**src/rtl/sync_fifo_pkg.sv**
```systemverilog
`default_nettype none
// ============================================================================
// Module      : sync_fifo_pkg
// Description : Shared constants and elaboration helpers for the
//               parametrised synchronous FIFO.
// Revision    : 1.0 - initial release
// ============================================================================
package sync_fifo_pkg;

    // Default configuration, matching the original fixed 8x8 FIFO
    localparam int unsigned c_DEF_DATA_W    = 8;
    localparam int unsigned c_DEF_DEPTH     = 8;
    localparam int unsigned c_DEF_AF_THRESH = 7;
    localparam int unsigned c_DEF_AE_THRESH = 1;

    // Pointer width needed to address DEPTH entries
    function automatic int unsigned ptr_width(input int unsigned depth);
        return (depth <= 1) ? 1 : $clog2(depth);
    endfunction

    // True when the parameter set describes a buildable FIFO
    function automatic bit params_legal(input int unsigned data_w,
                                        input int unsigned depth,
                                        input int unsigned af_thresh,
                                        input int unsigned ae_thresh);
        return (data_w >= 1) &&
               (depth >= 4) &&
               ((depth & (depth - 1)) == 0) &&
               (ae_thresh > 0) &&
               (ae_thresh < af_thresh) &&
               (af_thresh < depth);
    endfunction

endpackage
`default_nettype wire

```
**src/rtl/fifo_mem_dp.sv**
```systemverilog
`default_nettype none
// ============================================================================
// Module      : fifo_mem_dp
// Description : DEPTH x DATA_W register array, one write port and one
//               registered read port with read enable. Read returns the
//               pre-write contents when both ports hit the same slot.
// Revision    : 1.0 - initial release
// ============================================================================
module fifo_mem_dp #(
    parameter int unsigned DATA_W = 8,
    parameter int unsigned DEPTH  = 8,
    parameter int unsigned ADDR_W = 3
) (
    input  logic              clk,
    input  logic              rst_n,
    input  logic              i_wr_en,
    input  logic [ADDR_W-1:0] i_wr_addr,
    input  logic [DATA_W-1:0] i_wr_data,
    input  logic              i_rd_en,
    input  logic [ADDR_W-1:0] i_rd_addr,
    output logic [DATA_W-1:0] o_rd_data
);

    logic [DATA_W-1:0] r_mem [DEPTH];
    logic [DATA_W-1:0] r_rd_data;

    // Storage write port; contents are deliberately left unreset
    always_ff @(posedge clk) begin
        if (i_wr_en) begin
            r_mem[i_wr_addr] <= i_wr_data;
        end
    end

    // Registered read port; holds its value when no read is enabled
    always_ff @(posedge clk) begin
        if (!rst_n) begin
            r_rd_data <= '0;
        end else if (i_rd_en) begin
            r_rd_data <= r_mem[i_rd_addr];
        end
    end

    assign o_rd_data = r_rd_data;

endmodule
`default_nettype wire

```
**src/rtl/sync_fifo_param.sv**
```systemverilog
`default_nettype none
// ============================================================================
// Module      : sync_fifo_param
// Description : Parametrised single-clock FIFO with fill count, programmable
//               almost-full/almost-empty flags, read-valid strobe, flush and
//               sticky overrun/underrun status with software clear.
// Revision    : 1.0 - initial release
// ============================================================================
module sync_fifo_param
    import sync_fifo_pkg::*;
#(
    parameter int unsigned DATA_W    = c_DEF_DATA_W,
    parameter int unsigned DEPTH     = c_DEF_DEPTH,
    parameter int unsigned AF_THRESH = c_DEF_AF_THRESH,
    parameter int unsigned AE_THRESH = c_DEF_AE_THRESH
) (
    input  logic                   clk,
    input  logic                   rst_n,
    input  logic                   wr_enb,
    input  logic [DATA_W-1:0]      wr_data,
    input  logic                   rd_enb,
    input  logic                   flush,
    input  logic                   err_clr,
    output logic [DATA_W-1:0]      rd_data,
    output logic                   rd_valid,
    output logic [$clog2(DEPTH):0] fifo_count,
    output logic                   fifo_full,
    output logic                   fifo_empty,
    output logic                   fifo_almost_full,
    output logic                   fifo_almost_empty,
    output logic                   fifo_overrun,
    output logic                   fifo_underrun,
    output logic                   ovr_sticky,
    output logic                   udr_sticky
);

    localparam int unsigned c_PTR_W = ptr_width(DEPTH);
    localparam int unsigned c_CNT_W = c_PTR_W + 1;

    localparam logic [c_CNT_W-1:0] c_DEPTH   = c_CNT_W'(DEPTH);
    localparam logic [c_CNT_W-1:0] c_AF      = c_CNT_W'(AF_THRESH);
    localparam logic [c_CNT_W-1:0] c_AE      = c_CNT_W'(AE_THRESH);
    localparam logic [c_CNT_W-1:0] c_CNT_ONE = c_CNT_W'(1);
    localparam logic [c_PTR_W-1:0] c_PTR_ONE = c_PTR_W'(1);

    // Refuse to elaborate a FIFO whose thresholds or depth make no sense
    if (!params_legal(DATA_W, DEPTH, AF_THRESH, AE_THRESH)) begin : g_bad_params
        $error("sync_fifo_param: illegal DATA_W/DEPTH/AF_THRESH/AE_THRESH combination");
    end

    logic [c_PTR_W-1:0] r_wr_ptr;
    logic [c_PTR_W-1:0] r_rd_ptr;
    logic [c_CNT_W-1:0] r_count;
    logic               r_full;
    logic               r_empty;
    logic               r_almost_full;
    logic               r_almost_empty;
    logic               r_overrun;
    logic               r_underrun;
    logic               r_ovr_sticky;
    logic               r_udr_sticky;
    logic               r_rd_valid;

    logic               w_wr_acc;
    logic               w_rd_acc;
    logic               w_wr_do;
    logic               w_rd_do;
    logic               w_overrun;
    logic               w_underrun;
    logic [c_CNT_W-1:0] w_count_nxt;
    logic [DATA_W-1:0]  w_rd_data;

    // A full FIFO still takes a write when a read frees the oldest slot
    assign w_wr_acc = wr_enb & (~r_full | rd_enb);
    assign w_rd_acc = rd_enb & ~r_empty;

    // Reset and flush both swallow requests, so nothing touches storage
    assign w_wr_do = w_wr_acc & rst_n & ~flush;
    assign w_rd_do = w_rd_acc & rst_n & ~flush;

    // Error pulses only on edges where the request is actually evaluated
    assign w_overrun  = wr_enb & r_full & ~rd_enb & ~flush;
    assign w_underrun = rd_enb & r_empty & ~flush;

    // Next occupancy; flags are derived from this so they move with count
    always_comb begin
        w_count_nxt = r_count;
        if (flush) begin
            w_count_nxt = '0;
        end else if (w_wr_do && !w_rd_do) begin
            w_count_nxt = r_count + c_CNT_ONE;
        end else if (!w_wr_do && w_rd_do) begin
            w_count_nxt = r_count - c_CNT_ONE;
        end
    end

    // Pointers, occupancy and registered status flags
    always_ff @(posedge clk) begin
        if (!rst_n) begin
            r_wr_ptr       <= '0;
            r_rd_ptr       <= '0;
            r_count        <= '0;
            r_full         <= 1'b0;
            r_empty        <= 1'b1;
            r_almost_full  <= 1'b0;
            r_almost_empty <= 1'b1;
        end else begin
            if (flush) begin
                r_wr_ptr <= '0;
                r_rd_ptr <= '0;
            end else begin
                if (w_wr_do) begin
                    r_wr_ptr <= r_wr_ptr + c_PTR_ONE;
                end
                if (w_rd_do) begin
                    r_rd_ptr <= r_rd_ptr + c_PTR_ONE;
                end
            end
            r_count        <= w_count_nxt;
            r_full         <= (w_count_nxt == c_DEPTH);
            r_empty        <= (w_count_nxt == '0);
            r_almost_full  <= (w_count_nxt >= c_AF);
            r_almost_empty <= (w_count_nxt <= c_AE);
        end
    end

    // Error pulses and sticky status; a new error beats a same-edge clear
    always_ff @(posedge clk) begin
        if (!rst_n) begin
            r_overrun    <= 1'b0;
            r_underrun   <= 1'b0;
            r_ovr_sticky <= 1'b0;
            r_udr_sticky <= 1'b0;
        end else begin
            r_overrun  <= w_overrun;
            r_underrun <= w_underrun;
            if (w_overrun) begin
                r_ovr_sticky <= 1'b1;
            end else if (err_clr) begin
                r_ovr_sticky <= 1'b0;
            end
            if (w_underrun) begin
                r_udr_sticky <= 1'b1;
            end else if (err_clr) begin
                r_udr_sticky <= 1'b0;
            end
        end
    end

    // Read-valid strobe marks the cycle after each accepted read
    always_ff @(posedge clk) begin
        if (!rst_n) begin
            r_rd_valid <= 1'b0;
        end else begin
            r_rd_valid <= w_rd_do;
        end
    end

    fifo_mem_dp #(
        .DATA_W (DATA_W),
        .DEPTH  (DEPTH),
        .ADDR_W (c_PTR_W)
    ) u_mem (
        .clk       (clk),
        .rst_n     (rst_n),
        .i_wr_en   (w_wr_do),
        .i_wr_addr (r_wr_ptr),
        .i_wr_data (wr_data),
        .i_rd_en   (w_rd_do),
        .i_rd_addr (r_rd_ptr),
        .o_rd_data (w_rd_data)
    );

    assign rd_data           = w_rd_data;
    assign rd_valid          = r_rd_valid;
    assign fifo_count        = r_count;
    assign fifo_full         = r_full;
    assign fifo_empty        = r_empty;
    assign fifo_almost_full  = r_almost_full;
    assign fifo_almost_empty = r_almost_empty;
    assign fifo_overrun      = r_overrun;
    assign fifo_underrun     = r_underrun;
    assign ovr_sticky        = r_ovr_sticky;
    assign udr_sticky        = r_udr_sticky;

endmodule
`default_nettype wire

```
**config.mk**
```make
export PLATFORM = sky130hd
export DESIGN_NAME = sync_fifo_param
export DESIGN_NICKNAME = d
export VERILOG_FILES = /design/src/rtl/sync_fifo_pkg.sv /design/src/rtl/fifo_mem_dp.sv /design/src/rtl/sync_fifo_param.sv
export SDC_FILE = /design/constraint.sdc
export NUM_CORES = 1
export LEC_CHECK = 0
export CORE_MARGIN = 2
export CORE_UTILIZATION = 35
export CTS_CLUSTER_SIZE = 16
export DETAILED_ROUTE_END_ITERATION = 6
export PLACE_DENSITY_LB_ADDON = 0.1
export SYNTH_ARGS = -nofsm -noshare
export SYNTH_HDL_FRONTEND = slang
export SYNTH_HIERARCHICAL = 1
export SYNTH_SLANG_ARGS = --single-unit
```
**constraint.sdc**
```tcl
create_clock -name clk -period 3.5 [get_ports clk]
set_clock_uncertainty 0.2 [all_clocks]
set_input_delay 1.05 -clock clk [delete_from_list [all_inputs] [get_ports clk]]
set_output_delay 1.05 -clock clk [all_outputs]
set_load 0.01 [all_outputs]
```
==> results of run 1 <==
power by group:
| part | switching (W) | total, W | internal [W] |
|---|---|---|---|
| Sequential | 0.00000358 | 0.00116 | 0.00116 |
| Clock | 0.000373 | 0.000677 | 0.000304 |
| Combinational | 0.0000386 | 0.0000726 | 0.0000339 |
worst max-delay path: cells and delay by family:
kind	cells	cell delay (ns)
buffers and inverters	2	0.66
AOI/OAI and AO/OA	3	0.66
and+or+nand+nor	2	0.57
worst max path at each step:
stage	from	to	slack, ns
4_1_cts	wr_enb	u_mem/r_mem[4][7]	0.64
2_1_floorplan	flush	u_mem/r_mem[0][0]	0.37
3_3_place_gp	rd_enb	u_mem/r_mem[4][5]	0.27
5_1_grt	flush	fifo_almost_full	0.47
3_5_place_dp	wr_enb	u_mem/r_mem[0][6]	0.27
6_report	flush	fifo_almost_full	0.64
flip-flops by register name (all words and copies together), names as in the netlist:
register,flops
fifo_almost_empty,1
fifo_almost_full,1
fifo_count,4
fifo_empty,1
fifo_full,1
fifo_overrun,1
fifo_underrun,1
ovr_sticky,1
r_rd_ptr,3
r_wr_ptr,3
rd_valid,1
u_mem/o_rd_data,8
u_mem/r_mem,64
udr_sticky,1
cell usage in the layout (no fill, tap or decap), types with 6 or more instances in the layout:
cell | synthesis | layout
nand2_1 | 10 | 10
o22ai_1 | 7 | 7
buf_4 | 0 | 16
edfxtp_1 | 64 | 64
mux2i_1 | 17 | 17
o21ai_0 | 8 | 8
xnor2_1 | 6 | 6
mux2_2 | 16 | 16
a221o_1 | 7 | 7
clkbuf_8 | 0 | 9
clkdlybuf4s50_1 | 0 | 34
nor2_1 | 16 | 16
dfxtp_1 | 27 | 27
a21oi_1 | 10 | 10
area by class of cell:
class	instances	area share, %
clock buffer	11	3.479
clock inverter	5	0.7984
inverter	5	0.4277
multi-input combinational	142	24.81
sequential	91	56.12
tap	136	3.878
timing repair buffer	50	10.49
layer usage:
metal  vias to the layer above  track usage, %  wire length [um]
li1                       1039               -                 -
met1                      1031           19.92              3672
met2                        51           22.89              3547
met3                         9           2.882               301
met4                         0           5.921               123
met5                         -               0                 0
cells by family (layout without fill, tap and decap cells):
| logic type | after synthesis | count (layout) | share of synthesized area, % |
|---|---|---|---|
| fa+ha+maj | 4 | 4 | 1.364 |
| xor+xnor | 10 | 10 | 2.591 |
| flops | 91 | 91 | 67.10 |
| simple gates | 51 | 51 | 7.706 |
| compound gates | 44 | 44 | 8.456 |
| buf+inv | 15 | 71 | 3.239 |
| mux | 33 | 33 | 9.546 |
through the flow:
stage | hold WS (ns) | utilization (%) | setup WS, ns | power [W] | instances
2_1_floorplan | 0.2919 | - | 0.3680 | 0.001214 | 248
3_3_place_gp | 0.2384 | 41.05 | 0.2694 | 0.001257 | 424
3_5_place_dp | 0.2401 | 41.05 | 0.2680 | 0.001258 | 424
4_1_cts | 0.2628 | 42.89 | 0.6402 | 0.001938 | 440
5_1_grt | 0.2811 | 42.89 | 0.4687 | 0.001985 | 440
6_report | 0.2570 | 42.89 | 0.6425 | 0.001909 | 440
==> report_table.html, run 1 <==
<table>
<tr><th>Metric</th><th>Value</th></tr>
<tr><th colspan="2">Final layout</th></tr>
<tr><td>Area of combinational cells with multiple inputs</td><td>0.001089 sq mm</td></tr>
<tr><td>N_diodes</td><td>0</td></tr>
<tr><td>Net total in the final layout</td><td>317</td></tr>
<tr><td>Layout area overhead</td><td>19.57%</td></tr>
<tr><td>Total non-filler cell area in the finished layout</td><td>0.004388 sq mm</td></tr>
<tr><td>Register Area</td><td>0.002462 sq mm</td></tr>
<tr><td>Fraction of layout instances using a drive strength above 1</td><td>17.11%</td></tr>
<tr><td>Filler instances</td><td>916</td></tr>
<tr><th colspan="2">CTS</th></tr>
<tr><td>CTS clock-pin slew for the worst setup and hold paths</td><td>0.09 ns</td></tr>
<tr><td>Inserted Clock Buffers</td><td>9</td></tr>
<tr><td>TritonCTS sink count</td><td>91</td></tr>
<tr><td>Maximum buffer depth of the clock tree</td><td>2</td></tr>
<tr><td>TritonCTS clock tree</td><td>yes</td></tr>
<tr><td>Count of hold-fix buffers inserted at cts</td><td>0</td></tr>
<tr><td>Clock Tree Root</td><td>clkbuf_8</td></tr>
<tr><td>Clock latency reported for the late side of the worst-skew pair</td><td>0.36 ns</td></tr>
<tr><td>Buffers inserted by post-CTS timing repair</td><td>0</td></tr>
<tr><td>CTS HTree Levels</td><td>3</td></tr>
<tr><td>Post_cts resized</td><td>0</td></tr>
<tr><th colspan="2">Die</th></tr>
<tr><td>Starting density of the core</td><td>35.87%</td></tr>
<tr><td>Core footprint</td><td>0.01023 sq mm</td></tr>
<tr><td>Row Count</td><td>37</td></tr>
<tr><td>Die ar.</td><td>0.01132 sq mm</td></tr>
<tr><td>Boundary pin count</td><td>35</td></tr>
<tr><td>DIE WIDTH</td><td>106.4 um</td></tr>
<tr><td>Height of the die</td><td>106.4 um</td></tr>
<tr><th colspan="2">Setup path</th></tr>
<tr><td>Arrival @ worst endpoint</td><td>2.95 ns</td></tr>
<tr><td>Start of the worst register-to-register path</td><td>r_rd_ptr[0]</td></tr>
<tr><td>Critical path class</td><td>in -&gt; reg</td></tr>
<tr><td>Critical R2R Capture</td><td>u_mem/o_rd_data[5]</td></tr>
<tr><td>Data required time at the worst endpoint</td><td>3.59 ns</td></tr>
<tr><td>CP max FO</td><td>14</td></tr>
<tr><td>Type of element launching the critical path</td><td>primary input</td></tr>
<tr><td>Slowest cell on the critical path</td><td>clkdlybuf4s50_1</td></tr>
<tr><td>Reg2Reg Setup Slack</td><td>1.51 ns</td></tr>
<tr><td>Worst-path cell chain</td><td>clkdlybuf4s50_1 -&gt; nand2b_1 -&gt; buf_4 -&gt; o41ai_1 -&gt; a2bb2oi_1 -&gt; or3_1 -&gt; a21oi_1</td></tr>
<tr><td>Critical Path Sink Type</td><td>register</td></tr>
<tr><td>Crit-path max cell delay</td><td>0.45 ns</td></tr>
<tr><td>Register-to-Register Path Depth</td><td>5</td></tr>
<tr><th colspan="2">Yosys</th></tr>
<tr><td>Top flip-flop cell by instance count after synthesis</td><td>edfxtp_1</td></tr>
<tr><td>Average instance area after synthesis</td><td>14.80 sq um</td></tr>
<tr><td>Biggest area consumer among synthesized cells</td><td>edfxtp_1</td></tr>
<tr><td>Async SR Flop Fraction</td><td>0%</td></tr>
<tr><td>Cell with the most instances after synthesis</td><td>edfxtp_1</td></tr>
<tr><td>Netlist Area Pre-Place</td><td>0.003670 sq mm</td></tr>
<tr><td>Number of synthesized register bits</td><td>91</td></tr>
<tr><td>Ranking of synthesized cells by instance count</td><td>edfxtp_1, dfxtp_1, mux2i_1, mux2_2, nor2_1</td></tr>
<tr><td>Post-Syn Nets</td><td>266</td></tr>
<tr><td>Yosys synthesis warning count</td><td>6</td></tr>
<tr><td>Share of the synthesized area in the top cell type</td><td>52.37%</td></tr>
<tr><td>Number of flops mapped to enable cells by yosys</td><td>64</td></tr>
<tr><td>Top area cells in the synthesized netlist</td><td>edfxtp_1, dfxtp_1, mux2_2, mux2i_1, a221o_1</td></tr>
<tr><td>Distinct cell type count after synthesis</td><td>44</td></tr>
<tr><td>Post-synthesis instance total</td><td>248</td></tr>
<tr><td>Sequential area share after synthesis</td><td>67.10%</td></tr>
<tr><th colspan="2">STA</th></tr>
<tr><td>Hold Fails Final Rpt</td><td>0</td></tr>
<tr><td>Final worst-path cycle share</td><td>81.64%</td></tr>
<tr><td>Total negative slack for setup checks</td><td>0 ns</td></tr>
<tr><td>Number of max-slew violations in the final report</td><td>0</td></tr>
<tr><td>Worst slew margin relative to its limit</td><td>57.45%</td></tr>
<tr><td>Maximum clock rate</td><td>0.3500 GHz</td></tr>
<tr><td>RSZ-0062 raised after global routing</td><td>false</td></tr>
<tr><td>Final setup violation count</td><td>0</td></tr>
<tr><td>Clock period minus final worst setup slack</td><td>2.857 ns</td></tr>
<tr><td>Worst-margin pin slew</td><td>0.6369 ns</td></tr>
<tr><th colspan="2">Drt</th></tr>
<tr><td>Detail-routed via count per cell</td><td>4.841</td></tr>
<tr><td>Via count</td><td>2130</td></tr>
<tr><td>Initial DRT Pass Iterations</td><td>4</td></tr>
<tr><td>Post-DRT Antenna Nets</td><td>0</td></tr>
<tr><td>WL final</td><td>7645 um</td></tr>
<tr><td>Drt first-iter violations</td><td>51</td></tr>
<tr><td>Post-route DRC</td><td>0</td></tr>
<tr><td>Routed wire per std cell</td><td>17.38 um</td></tr>
<tr><th colspan="2">Global route</th></tr>
<tr><td>Number of antenna violations at the first check in global routing</td><td>0</td></tr>
<tr><td>Wire length of the first global-routing pass</td><td>12010 um</td></tr>
<tr><td>Aggregate global routing overflow</td><td>0</td></tr>
<tr><td>Via count of the first global-routing pass</td><td>2069</td></tr>
<tr><td>Overall fraction of global-route tracks in use</td><td>14.62%</td></tr>
<tr><td>Largest net degree at the start of global routing</td><td>35</td></tr>
<tr><th colspan="2">Pwr</th></tr>
<tr><td>Leakage power total</td><td>1.453 nW</td></tr>
<tr><td>Max VDD drop</td><td>0.1812 mV</td></tr>
<tr><td>Power per unit of standard cell area</td><td>434.9 mW/mm^2</td></tr>
<tr><th colspan="2">Worst hold path</th></tr>
<tr><td>HP Class</td><td>reg -&gt; reg</td></tr>
<tr><td>Worst min-delay path startpoint</td><td>udr_sticky</td></tr>
<tr><td>Hold Crit Depth</td><td>1</td></tr>
<tr><td>Hold path endpoint</td><td>udr_sticky</td></tr>
<tr><th colspan="2">Job</th></tr>
<tr><td>Number of violations of the max-capacitance limit</td><td>0</td></tr>
<tr><th colspan="2">Placed design</th></tr>
<tr><td>Weighted congestion reported at the end of routability-driven placement</td><td>0.7158</td></tr>
<tr><td>Number of port buffers</td><td>34</td></tr>
<tr><td>Detail Placement HPWL</td><td>5230 um</td></tr>
<tr><td>DP Area</td><td>0.004200 sq mm</td></tr>
<tr><th colspan="2">Outcome</th></tr>
<tr><td>Outcome</td><td>complete, no violations</td></tr>
</table>
Power figures use the tool's default switching activity.
==> run 2, diff against run 1 <==
==> constraint.sdc (replaced) <==
create_clock -name clk -period 2.5 [get_ports clk]
set_clock_uncertainty 0.2 [all_clocks]
set_input_delay 0.75 -clock clk [delete_from_list [all_inputs] [get_ports clk]]
set_output_delay 0.75 -clock clk [all_outputs]
set_load 0.01 [all_outputs]
==> report_table.html, run 2 (same netlist as run 1, synthesis figures left out) <==
<table>
<tr><th>Metric</th><th>Value</th></tr>
<tr><th colspan="2">Outcome</th></tr>
<tr><td>Outcome</td><td>complete, no violations</td></tr>
<tr><th colspan="2">Setup path</th></tr>
<tr><td>Reg2Reg Setup Slack</td><td>0.55 ns (-0.96 ns)</td></tr>
<tr><td>Start of the worst register-to-register path</td><td>fifo_count[0]</td></tr>
<tr><td>Critical R2R Capture</td><td>fifo_almost_full</td></tr>
<tr><td>Register-to-Register Path Depth</td><td>7 (+2)</td></tr>
<tr><td>Worst-path cell chain</td><td>clkdlybuf4s50_1 -&gt; nand2b_4 -&gt; or3_4 -&gt; clkinv_2 -&gt; nand2_2 -&gt; nor2_2 -&gt; buf_4</td></tr>
<tr><td>Critical Path Sink Type</td><td>register</td></tr>
<tr><td>Crit-path max cell delay</td><td>0.53 ns (+0.08 ns)</td></tr>
<tr><td>Data required time at the worst endpoint</td><td>2.38 ns (-1.21 ns)</td></tr>
<tr><td>Cell family contributing the most delay on the critical path</td><td>buffers and inverters</td></tr>
<tr><td>CP max FO</td><td>6 (-8)</td></tr>
<tr><td>Arrival @ worst endpoint</td><td>2.34 ns (-0.61 ns)</td></tr>
<tr><td>Slowest cell on the critical path</td><td>clkdlybuf4s50_1</td></tr>
<tr><td>Bufs and invs on worst path</td><td>3 (+1)</td></tr>
<tr><td>Critical path class</td><td>in -&gt; reg</td></tr>
<tr><td>Type of element launching the critical path</td><td>primary input</td></tr>
<tr><th colspan="2">CTS</th></tr>
<tr><td>TritonCTS sink count</td><td>91 (unchanged)</td></tr>
<tr><td>Count of hold-fix buffers inserted at cts</td><td>0 (unchanged)</td></tr>
<tr><td>CTS clock-pin slew for the worst setup and hold paths</td><td>0.09 ns (about the same)</td></tr>
<tr><td>Maximum buffer depth of the clock tree</td><td>2 (unchanged)</td></tr>
<tr><td>Clock Tree Root</td><td>clkbuf_8</td></tr>
<tr><td>Buffers inserted by post-CTS timing repair</td><td>0 (unchanged)</td></tr>
<tr><td>TritonCTS clock tree</td><td>yes</td></tr>
<tr><td>Clock latency reported for the late side of the worst-skew pair</td><td>0.35 ns (about the same)</td></tr>
<tr><td>Inserted Clock Buffers</td><td>9 (unchanged)</td></tr>
<tr><td>CTS HTree Levels</td><td>3 (unchanged)</td></tr>
<tr><th colspan="2">Placed design</th></tr>
<tr><td>DP Area</td><td>0.004328 sq mm (+3.0%)</td></tr>
<tr><td>Detail Placement HPWL</td><td>5451 um (+4.2%)</td></tr>
<tr><td>Number of port buffers</td><td>34 (unchanged)</td></tr>
<tr><td>Weighted congestion reported at the end of routability-driven placement</td><td>0.7653 (+6.9%)</td></tr>
<tr><th colspan="2">Job</th></tr>
<tr><td>Number of violations of the max-capacitance limit</td><td>0 (unchanged)</td></tr>
<tr><th colspan="2">Die</th></tr>
<tr><td>Starting density of the core</td><td>35.87% (unchanged)</td></tr>
<tr><td>Die ar.</td><td>0.01132 sq mm (unchanged)</td></tr>
<tr><td>Height of the die</td><td>106.4 um (unchanged)</td></tr>
<tr><td>Boundary pin count</td><td>35 (unchanged)</td></tr>
<tr><td>Core footprint</td><td>0.01023 sq mm (unchanged)</td></tr>
<tr><td>Row Count</td><td>37 (unchanged)</td></tr>
<tr><td>DIE WIDTH</td><td>106.4 um (unchanged)</td></tr>
<tr><th colspan="2">Final layout</th></tr>
<tr><td>Layout area overhead</td><td>24.82%</td></tr>
<tr><td>Fraction of layout instances using a drive strength above 1</td><td>24.92% (+7.8 points)</td></tr>
<tr><td>Total non-filler cell area in the finished layout</td><td>0.004581 sq mm (+4.4%)</td></tr>
<tr><td>N_diodes</td><td>0 (unchanged)</td></tr>
<tr><td>Top reg by flops</td><td>u_mem/r_mem</td></tr>
<tr><td>Top library cells by usage in the layout, fill and taps aside</td><td>edfxtp_1, clkdlybuf4s50_1, dfxtp_1, buf_4, mux2i_1</td></tr>
<tr><td>Net total in the final layout</td><td>331 (+4.4%)</td></tr>
<tr><td>Most common cell after layout, fill and taps aside</td><td>edfxtp_1</td></tr>
<tr><td>Flip-flop count of the largest register after layout</td><td>64 (unchanged)</td></tr>
<tr><th colspan="2">Pwr</th></tr>
<tr><td>Leakage power total</td><td>1.550 nW (+6.6%)</td></tr>
<tr><td>Switch share</td><td>21.04% (-0.73 points)</td></tr>
<tr><td>Net switching component of the power</td><td>0.0005689 W (+37%)</td></tr>
<tr><td>Max VDD drop</td><td>0.2225 mV (+23%)</td></tr>
<tr><td>Share of power burned in the clock network</td><td>35.6% (about the same)</td></tr>
<tr><td>Portion of total power attributed to sequential cells</td><td>60.0% (-0.7 points)</td></tr>
<tr><td>Pint</td><td>0.002136 W (+43%)</td></tr>
<tr><td>Power per unit of standard cell area</td><td>590.4 mW/mm^2 (+36%)</td></tr>
<tr><td>Combinational fraction of design power</td><td>4.4% (+0.6 points)</td></tr>
<tr><td>Overall power after layout</td><td>0.002705 W (+42%)</td></tr>
<tr><th colspan="2">Drt</th></tr>
<tr><td>Post-DRT Antenna Nets</td><td>0 (unchanged)</td></tr>
<tr><td>Via count</td><td>2216 (+4.0%)</td></tr>
<tr><td>WL final</td><td>7829 um (+2.4%)</td></tr>
<tr><td>Drt first-iter violations</td><td>121 (+140%)</td></tr>
<tr><td>Post-route DRC</td><td>0 (unchanged)</td></tr>
<tr><td>Initial DRT Pass Iterations</td><td>4 (unchanged)</td></tr>
<tr><td>Detail-routed via count per cell</td><td>4.892 (+1.1%)</td></tr>
<tr><td>Routed wire per std cell</td><td>17.28 um (-0.53%)</td></tr>
<tr><th colspan="2">STA</th></tr>
<tr><td>Final setup violation count</td><td>0 (unchanged)</td></tr>
<tr><td>Hold Fails Final Rpt</td><td>0 (unchanged)</td></tr>
<tr><td>Clock period minus final worst setup slack</td><td>2.470 ns</td></tr>
<tr><td>Number of max-slew violations in the final report</td><td>0 (unchanged)</td></tr>
<tr><td>Maximum clock rate</td><td>0.4049 GHz</td></tr>
<tr><td>Final worst-path cycle share</td><td>98.79%</td></tr>
<tr><td>Total negative slack for setup checks</td><td>0 ns (unchanged)</td></tr>
<tr><td>Worst-margin pin slew</td><td>0.6704 ns (+0.03353 ns)</td></tr>
<tr><td>Worst slew margin relative to its limit</td><td>55.21% (-2.2 points)</td></tr>
<tr><td>RSZ-0062 raised after global routing</td><td>true</td></tr>
<tr><th colspan="2">Worst hold path</th></tr>
<tr><td>HP Class</td><td>reg -&gt; reg</td></tr>
<tr><td>Worst min-delay path startpoint</td><td>udr_sticky</td></tr>
<tr><td>Hold Crit Depth</td><td>1 (unchanged)</td></tr>
<tr><td>Hold path endpoint</td><td>udr_sticky</td></tr>
<tr><th colspan="2">Global route</th></tr>
<tr><td>Via count of the first global-routing pass</td><td>2153 (+4.1%)</td></tr>
<tr><td>Overall fraction of global-route tracks in use</td><td>15.06% (+0.44 points)</td></tr>
<tr><td>Aggregate global routing overflow</td><td>0 (unchanged)</td></tr>
<tr><td>Largest net degree at the start of global routing</td><td>35 (unchanged)</td></tr>
<tr><td>Wire length of the first global-routing pass</td><td>12250 um (+2.0%)</td></tr>
<tr><td>Number of antenna violations at the first check in global routing</td><td>0 (unchanged)</td></tr>
</table>
==> run 2: cell types whose count changed in the layout (fill, tap and decap cells not counted), sizes merged <==
cell,delta
bufinv,+1
inv,-1
dlygate4sd2,+1
clkinvlp,-1
clkbuf,-2
clkinv,+2
clkdlybuf4s50,-1
buf,+14
==> run 2: power groups by stage <==
| stage | clock network [W] | logic (W) | registers (W) |
|---|---|---|---|
| floorplan | 0 | 0.0000404 | 0.00166 |
| global placement | 0 | 0.000116 | 0.00166 |
| detailed placement | 0 | 0.000116 | 0.00166 |
| CTS | 0.00101 | 0.000117 | 0.00162 |
| global route | 0.00107 | 0.000130 | 0.00162 |
| finish | 0.000963 | 0.000118 | 0.00162 |
==> run 2: timing repair <==
action | CTS | global route
pin swaps | 1 | 0
setup endpoints to repair | 37 | 30
resized for setup | 11 | 6
==> run 2: cell type report <==
class | instances | area, sq um
multi-input combinational | 142 | 1155
clock inverter | 6 | 65.06
inverter | 5 | 20.02
tap | 136 | 170.2
fill | 947 | 5650
clock buffer | 9 | 123.9
timing repair buffer | 64 | 584.3
sequential | 91 | 2462
==> run 2: layer usage <==
metal	part of all wire, %	vias up	track usage [%]
li1	-	1069	-
met1	47	1080	20.70
met2	47	56	22.53
met3	4.6	11	3.617
met4	1.8	0	6.861
met5	0	-	0
==> run 2: worst max-delay path by stage <==
stage / start / end / slack (ns) / cells past startpoint
after global placement: rd_enb / u_mem/r_mem[5][0] / -0.54 / 7
after detailed placement: rd_enb / u_mem/r_mem[5][0] / -0.52 / 7
after CTS: flush / u_mem/r_mem[4][5] / 0.03 / 7
final: rst_n / u_mem/r_mem[6][0] / 0.03 / 7
after floorplan: flush / u_mem/r_mem[1][0] / -0.12 / 6
after global routing: rst_n / u_mem/r_mem[6][3] / -0.01 / 7
==> run 2: stage by stage <==
step / hold slack (ns) / cells / utilization [%] / setup slack [ns]
floorplan: 0.2919 / 248 / - / -0.1186
global placement: 0.2348 / 438 / 42.30 / -0.5400
detailed placement: 0.2402 / 438 / 42.30 / -0.5206
CTS: 0.2630 / 453 / 44.43 / 0.02617
global route: 0.3005 / 453 / 44.77 / -0.01442
finish: 0.2558 / 453 / 44.77 / 0.03031
==> run 3, diff against run 2 <==
--- a/config.mk
+++ b/config.mk
@@ -5,8 +5,10 @@
 export SDC_FILE = /design/constraint.sdc
 export NUM_CORES = 1
 export LEC_CHECK = 0
+export ABC_CLOCK_PERIOD_IN_PS = 2500
 export CORE_MARGIN = 2
 export CORE_UTILIZATION = 35
+export CTS_CLUSTER_DIAMETER = 50
 export CTS_CLUSTER_SIZE = 16
 export DETAILED_ROUTE_END_ITERATION = 6
 export PLACE_DENSITY_LB_ADDON = 0.1
==> results of run 3 <==
No change in the layout: final DEF, timing and power equal those of run 2.
